===== config.mk =====
export PLATFORM = sky130hd
export DESIGN_NAME = uart_rx_responder
export DESIGN_NICKNAME = d
export VERILOG_FILES = /design/src/rtl/uart_rx_responder_pkg.sv /design/src/rtl/uart_rx_responder_rx_fifo.sv /design/src/rtl/uart_rx_responder.sv
export SDC_FILE = /design/constraint.sdc
export NUM_CORES = 1
export LEC_CHECK = 0
export CAP_MARGIN = 5
export CORE_MARGIN = 8
export CORE_UTILIZATION = 45
export CTS_BUF_LIST = sky130_fd_sc_hd__clkbuf_2 sky130_fd_sc_hd__clkbuf_4 sky130_fd_sc_hd__clkbuf_8
export CTS_CLUSTER_SIZE = 25
export DETAILED_ROUTE_END_ITERATION = 6
export PLACE_DENSITY = 0.79
export SYNTH_ARGS = -nofsm -noshare
export SYNTH_HDL_FRONTEND = slang
export SYNTH_SLANG_ARGS = --single-unit

===== constraint.sdc =====
create_clock -name sysclk -period 2.5 [get_ports sysclk]
set_input_delay 0.625 -clock sysclk [delete_from_list [all_inputs] [get_ports sysclk]]
set_output_delay 0.625 -clock sysclk [all_outputs]
set_load 0.01 [all_outputs]

===== src/rtl/uart_rx_responder_pkg.sv =====
// Shared register map, STATUS layout and receiver state encoding for the UART
// receive responder.
package uart_rx_pkg;

  localparam logic [31:0] RXDATA_OFF = 32'h0;
  localparam logic [31:0] STATUS_OFF = 32'h4;
  localparam logic [31:0] CTRL_OFF   = 32'h8;

  localparam int ST_NE   = 0;
  localparam int ST_FULL = 1;
  localparam int ST_OVR  = 2;
  localparam int ST_FERR = 3;

  typedef enum logic [2:0] {IDLE, START, DATA, STOP, WAIT_HIGH} rx_state_t;

  typedef struct packed {
    logic [3:0] cnt;
    logic       ferr;
    logic       ovr;
    logic       full;
    logic       ne;
  } status_t;

endpackage


===== src/rtl/uart_rx_responder_rx_fifo.sv =====
// Byte FIFO for received characters; pointers carry one extra wrap bit so that
// full and empty are distinguishable without a separate counter.
module rx_fifo #(
  parameter int DEPTH = 4,
  parameter int AW    = $clog2(DEPTH)
) (
  input  logic          sysclk,
  input  logic          reset,
  input  logic          push,
  input  logic          pop,
  input  logic [7:0]    wdata,
  output logic [7:0]    head,
  output logic [AW:0]   count,
  output logic          full,
  output logic          empty
);

  logic [AW:0] wptr, rptr;
  logic [7:0]  mem [DEPTH];
  logic        do_push, do_pop;

  assign empty = (wptr == rptr);
  assign full  = ({~wptr[AW], wptr[AW-1:0]} == rptr);
  assign count = wptr - rptr;
  assign head  = mem[rptr[AW-1:0]];

  // a pop frees the slot this edge, so a full FIFO still accepts a push
  assign do_pop  = pop & ~empty;
  assign do_push = push & (~full | do_pop);

  always_ff @(posedge sysclk) begin
    if (reset) begin
      wptr <= '0;
      rptr <= '0;
    end else begin
      if (do_push) wptr <= wptr + 1'b1;
      if (do_pop)  rptr <= rptr + 1'b1;
    end
  end

  always_ff @(posedge sysclk) begin
    if (do_push) mem[wptr[AW-1:0]] <= wdata;
  end

endmodule


===== src/rtl/uart_rx_responder.sv =====
// 8N1 UART receiver at 16x oversampling with a byte FIFO, exposed to the CPU
// data bus as RXDATA / STATUS / CTRL registers plus a level interrupt.
module uart_rx_responder
  import uart_rx_pkg::*;
#(
  parameter int          CLK_FREQ   = 50_000_000,
  parameter int          BAUD       = 9600,
  parameter int          FIFO_DEPTH = 4,
  parameter logic [31:0] BASE_ADDR  = 32'h4000_0020
) (
  input  logic        sysclk,
  input  logic        reset,
  input  logic        rd,
  input  logic        wr,
  input  logic [31:0] addr,
  input  logic [31:0] wdata,
  output logic [31:0] rdata,
  output logic        irqout,
  input  logic        UART_RX
);

  localparam int DIV = CLK_FREQ / (BAUD * 16);
  localparam int DW  = (DIV > 1) ? $clog2(DIV) : 1;
  localparam int AW  = $clog2(FIFO_DEPTH);

  logic            rx_meta, rx_sync;
  logic [DW-1:0]   div_cnt;
  logic            tick, start_det;
  rx_state_t       state, state_n;
  logic [3:0]      tick_cnt, tick_n;
  logic [2:0]      bit_idx, bit_n;
  logic [7:0]      shreg, shreg_n;
  logic            push_req, ferr_set;
  logic            sel_rx, sel_st, sel_ctrl, pop_req, ovr_set;
  logic            ovr, ferr, irqen;
  logic [7:0]      head;
  logic [AW:0]     fifo_cnt;
  logic            full, empty;
  status_t         st;
  logic            unused_wdata;

  always_ff @(posedge sysclk) begin
    if (reset) begin
      rx_meta <= 1'b1;
      rx_sync <= 1'b1;
    end else begin
      rx_meta <= UART_RX;
      rx_sync <= rx_meta;
    end
  end

  // Restarting the divider on the start edge phase-locks ticks to the frame
  assign start_det = (state == IDLE) & ~rx_sync;
  assign tick      = (div_cnt == DW'(DIV - 1));

  always_ff @(posedge sysclk) begin
    if (reset)                  div_cnt <= '0;
    else if (start_det || tick) div_cnt <= '0;
    else                        div_cnt <= div_cnt + 1'b1;
  end

  always_ff @(posedge sysclk) begin
    if (reset) begin
      state    <= IDLE;
      tick_cnt <= '0;
      bit_idx  <= '0;
      shreg    <= '0;
    end else begin
      state    <= state_n;
      tick_cnt <= tick_n;
      bit_idx  <= bit_n;
      shreg    <= shreg_n;
    end
  end

  always_comb begin
    state_n  = state;
    tick_n   = tick_cnt;
    bit_n    = bit_idx;
    shreg_n  = shreg;
    push_req = 1'b0;
    ferr_set = 1'b0;
    case (state)
      IDLE: if (!rx_sync) begin
        state_n = START;
        tick_n  = '0;
        bit_n   = '0;
      end
      START: if (tick) begin
        tick_n = tick_cnt + 4'd1;
        if (tick_cnt == 4'd7) begin
          tick_n  = '0;
          state_n = rx_sync ? IDLE : DATA;
        end
      end
      DATA: if (tick) begin
        tick_n = tick_cnt + 4'd1;
        if (tick_cnt == 4'd15) begin
          shreg_n = {rx_sync, shreg[7:1]};
          bit_n   = bit_idx + 3'd1;
          if (bit_idx == 3'd7) state_n = STOP;
        end
      end
      STOP: if (tick) begin
        tick_n = tick_cnt + 4'd1;
        if (tick_cnt == 4'd15) begin
          if (rx_sync) begin
            push_req = 1'b1;
            state_n  = IDLE;
          end else begin
            ferr_set = 1'b1;
            state_n  = WAIT_HIGH;
          end
        end
      end
      // hold off until the line idles so a break yields a single error
      WAIT_HIGH: if (rx_sync) state_n = IDLE;
      default: state_n = IDLE;
    endcase
  end

  assign sel_rx   = (addr == BASE_ADDR + RXDATA_OFF);
  assign sel_st   = (addr == BASE_ADDR + STATUS_OFF);
  assign sel_ctrl = (addr == BASE_ADDR + CTRL_OFF);
  assign pop_req  = rd & sel_rx;
  assign ovr_set  = push_req & full & ~pop_req;

  rx_fifo #(.DEPTH(FIFO_DEPTH)) u_fifo (
    .sysclk (sysclk),
    .reset  (reset),
    .push   (push_req),
    .pop    (pop_req),
    .wdata  (shreg_n),
    .head   (head),
    .count  (fifo_cnt),
    .full   (full),
    .empty  (empty)
  );

  // set takes priority over a same-edge write-1-clear
  always_ff @(posedge sysclk) begin
    if (reset) begin
      ovr   <= 1'b0;
      ferr  <= 1'b0;
      irqen <= 1'b0;
    end else begin
      if (wr && sel_st) begin
        if (wdata[ST_OVR])  ovr  <= 1'b0;
        if (wdata[ST_FERR]) ferr <= 1'b0;
      end
      if (ovr_set)  ovr  <= 1'b1;
      if (ferr_set) ferr <= 1'b1;
      if (wr && sel_ctrl) irqen <= wdata[0];
    end
  end

  assign st.cnt  = 4'(fifo_cnt);
  assign st.ferr = ferr;
  assign st.ovr  = ovr;
  assign st.full = full;
  assign st.ne   = ~empty;

  always_comb begin
    rdata = '0;
    if (rd) begin
      if (sel_rx)        rdata = {24'b0, empty ? 8'h00 : head};
      else if (sel_st)   rdata = {24'b0, st};
      else if (sel_ctrl) rdata = {31'b0, irqen};
    end
  end

  assign irqout       = irqen & ~empty;
  assign unused_wdata = ^{wdata[31:4], wdata[1]};

endmodule


==> results by group <==
Status
  • Status: finished with violations
  • Failing checks: setup timing

Layout
  • Final nets: a little under 500
  • Multi-input gate area: ~1800 µm²
  • Fin area: roughly 4600 µm²
  • Fill cell total of the finished layout: 588
  • Layout cells sized above 1: 34.78%
  • N_diodes: 0
  • Reg area: ~1800 µm²
  • Area Overhead vs Synth: 29.30%
  • Finished Layout Cells: 516

STA
  • Pins Over Slew Limit: 0
  • Tmin final: about 2600 ps
  • Crit share post-route: 103.1%
  • RSZ-0062 raised after global routing: true
  • Final hold vios: 0
  • Setup TNS: -329.3 ps
  • Clock Skews: 8.931 ps
  • Max Clock Freq: a little under 400 MHz
  • # setup viols final: 7
  • Final worst setup slack: -76.29 ps

Routing
  • Met3 WL: 665 µm
  • Routed via count: 2,643
  • DRT Pass-1 Iters: 5
  • DRT antenna net count: 0
  • M1 WL: 3430 µm
  • DR DRC count: 0
  • Total wire length: 8108 µm
  • Vias per std cell: about 5.1
  • DR iter-0 viols: about 140
  • Wirelength per Cell: 15.71 µm
  • Routed wl met2: 3883 µm
  • Top sig layer: met4

Worst setup path
  • Critical path class: primary input to output port
  • CP required: 1880 ps
  • R2R cell count: 6
  • Crit-path max FO: 3
  • Kind of end point of the critical path: output port
  • Critical path arrival: 1950 ps
  • Worst setup SP type: primary input

Yosys
  • Mapped Cells: 323
  • Number of flops mapped to enable cells by yosys: 32
  • Post-synthesis cell area: about 3600 µm²
  • Post-synth cell types: 50
  • Post-synth top area share: between 20% and 30%
  • Synth area leaders: edfxtp_1 (27%), dfxtp_1 (22%), buf_4 (5.0%), mux4_2 (5.0%), ha_1 (4.2%)
  • FFs w/ async S/R, synth: 0%
  • Yosys reg bits: 72
  • YS warnings: 0
  • Register area share after synthesis: 49.11%
  • Synth top cells by count: dfxtp_1 (40), nor2_1 (38), edfxtp_1 (32)
  • Dominant cell type by area after synthesis: edfxtp_1
  • Count leader, synth: dfxtp_1
  • Synthesized area per cell: 11.11 µm²
  • Synth Flop Type: dfxtp_1

Global route
  • Antenna violations before repair: 0
  • GRT Util Overall: 15.16%
  • Vias in the first global route: 2,766
  • First-pass GRT wire length: 13,470 µm
  • Final global-route overflow total: 0
  • Largest net degree at the start of global routing: 36

Pwr
  • PwrDens: 525.1 nW/µm²
  • Power consumption: 2.436 mW
  • VDD IR max: 0.0003241 V
  • Leakage: 1.867 nW

CTS
  • Clock-pin slew on the worst setup and hold paths: 80 ps
  • Clk_lat worst skew: 340 ps
  • # hold bufs at CTS: 0
  • Clock root buffer: clkbuf_8
  • Clock Sinks: ~70
  • H-tree lvl count: 3
  • Maximum buffer depth of the clock tree: 2
  • CTS buffer count: 9
  • TritonCTS clock tree: built

Die
  • Die width: 105.3 µm
  • Die Ht: 105.3 µm
  • Die area: 11,080 µm²
  • Initial Utilization: 46.42%
  • # IOs: between 100 and 150
  • Area of the core: approximately 7700 µm²
  • FP Rows: 32

Place
  • Final GP Congestion: roughly 0.85
  • Dpl hpwl: approximately 5800 µm
  • Port bufs: 48
  • Post-place setup slack: -970.1 ps
  • DP Area: 4344 µm²
  • Inst Count DP: 492

Min path
  • Worst Hold Depth: 1
  • HP Class: flip-flop to flip-flop

Flow run
  • Max cap viols: 0
-- logic make-up (layout without fill, tap and decap cells) --
| logic type | after synthesis | count (layout) | share of synthesized area [%] |
|---|---|---|---|
| AO/OA/AOI/OAI | 32 | 32 | 5.895 |
| AND/OR/NAND/NOR | 127 | 127 | 19.85 |
| buffers and inverters | 44 | 112 | 7.394 |
| XOR/XNOR | 11 | 11 | 2.686 |
| multiplexers | 23 | 23 | 10.22 |
| adder cells (fa/ha/maj) | 13 | 13 | 4.744 |
| flip-flops | 72 | 72 | 49.11 |
| other | 1 | 24 | 0.1045 |
-- cells in the final DEF, fill, tap and decap left out, types with 10 or more instances in the layout --
master,count
dfxtp_1,37
nor2b_1,11
a21oi_1,16
buf_2,23
nand3_1,11
conb_1,24
buf_4,38
edfxtp_1,32
ha_1,10
nor2_1,36
-- path summary, 6_finish.rpt --
check             start                to  slack (ps)
max reg2reg  div_cnt[3]  u_fifo.mem[2][3]         110
max            addr[30]          rdata[7]         -80
min             rx_meta           rx_sync         410
min reg2reg     rx_meta           rx_sync         410
-- flip-flops by register name, indices dropped and copies added, names as in the netlist, 3 cells and up, named ones only --
name and cells:
bit_idx 3, div_cnt 9, shreg 8, state 3, tick_cnt 4, u_fifo.mem 32, u_fifo.rptr 3, u_fifo.wptr 3
-- metrics by stage --
stage	util, %	hold WS (ps)
after floorplan	-	389.5
after global placement	56.22	392.3
after detailed placement	56.22	397.3
after CTS	59.70	415.6
after global routing	60.02	429.4
final	60.02	413.0
-- layer usage --
layer  up-vias  global-route usage, %
met5         -                      0
met4         0                  8.155
met3         9                  4.568
met2        95                  25.22
met1      1258                  17.13
li1       1281                      -
-- critical path: stages --
cell	delay (ps)
dlygate4sd2_1	190
nor4b_2	190
nand4_1	190
buf_4	190
nor4_4	270
and2_1	180
buf_2	120
-- final cells by class --
| class | instances | area share (%) |
|---|---|---|
| Clock inverter | 6 | 1.996 |
| Timing Repair Buffer | 88 | 14.62 |
| Multi-Input combinational cell | 230 | 39.09 |
| Sequential cell | 72 | 38.06 |
| Inverter | 8 | 0.6474 |
| Tap cell | 102 | 2.752 |
| Clock buffer | 10 | 2.832 |
-- what timing repair did --
action / in CTS / in global routing
pin swaps: 14 / 10
gates resized for setup: 151 / 17
endpoints found under the setup margin: 43 / 33
hold endpoints to repair: 0 / 0
buffers inserted: 8 / 1
-- where the power goes --
group	switching, mW	internal (mW)
Combinational	0.0941	0.0825
Clock	0.437	0.578
Sequential	0.0179	1.23
Note: power is estimated with default switching activity, not from simulation.
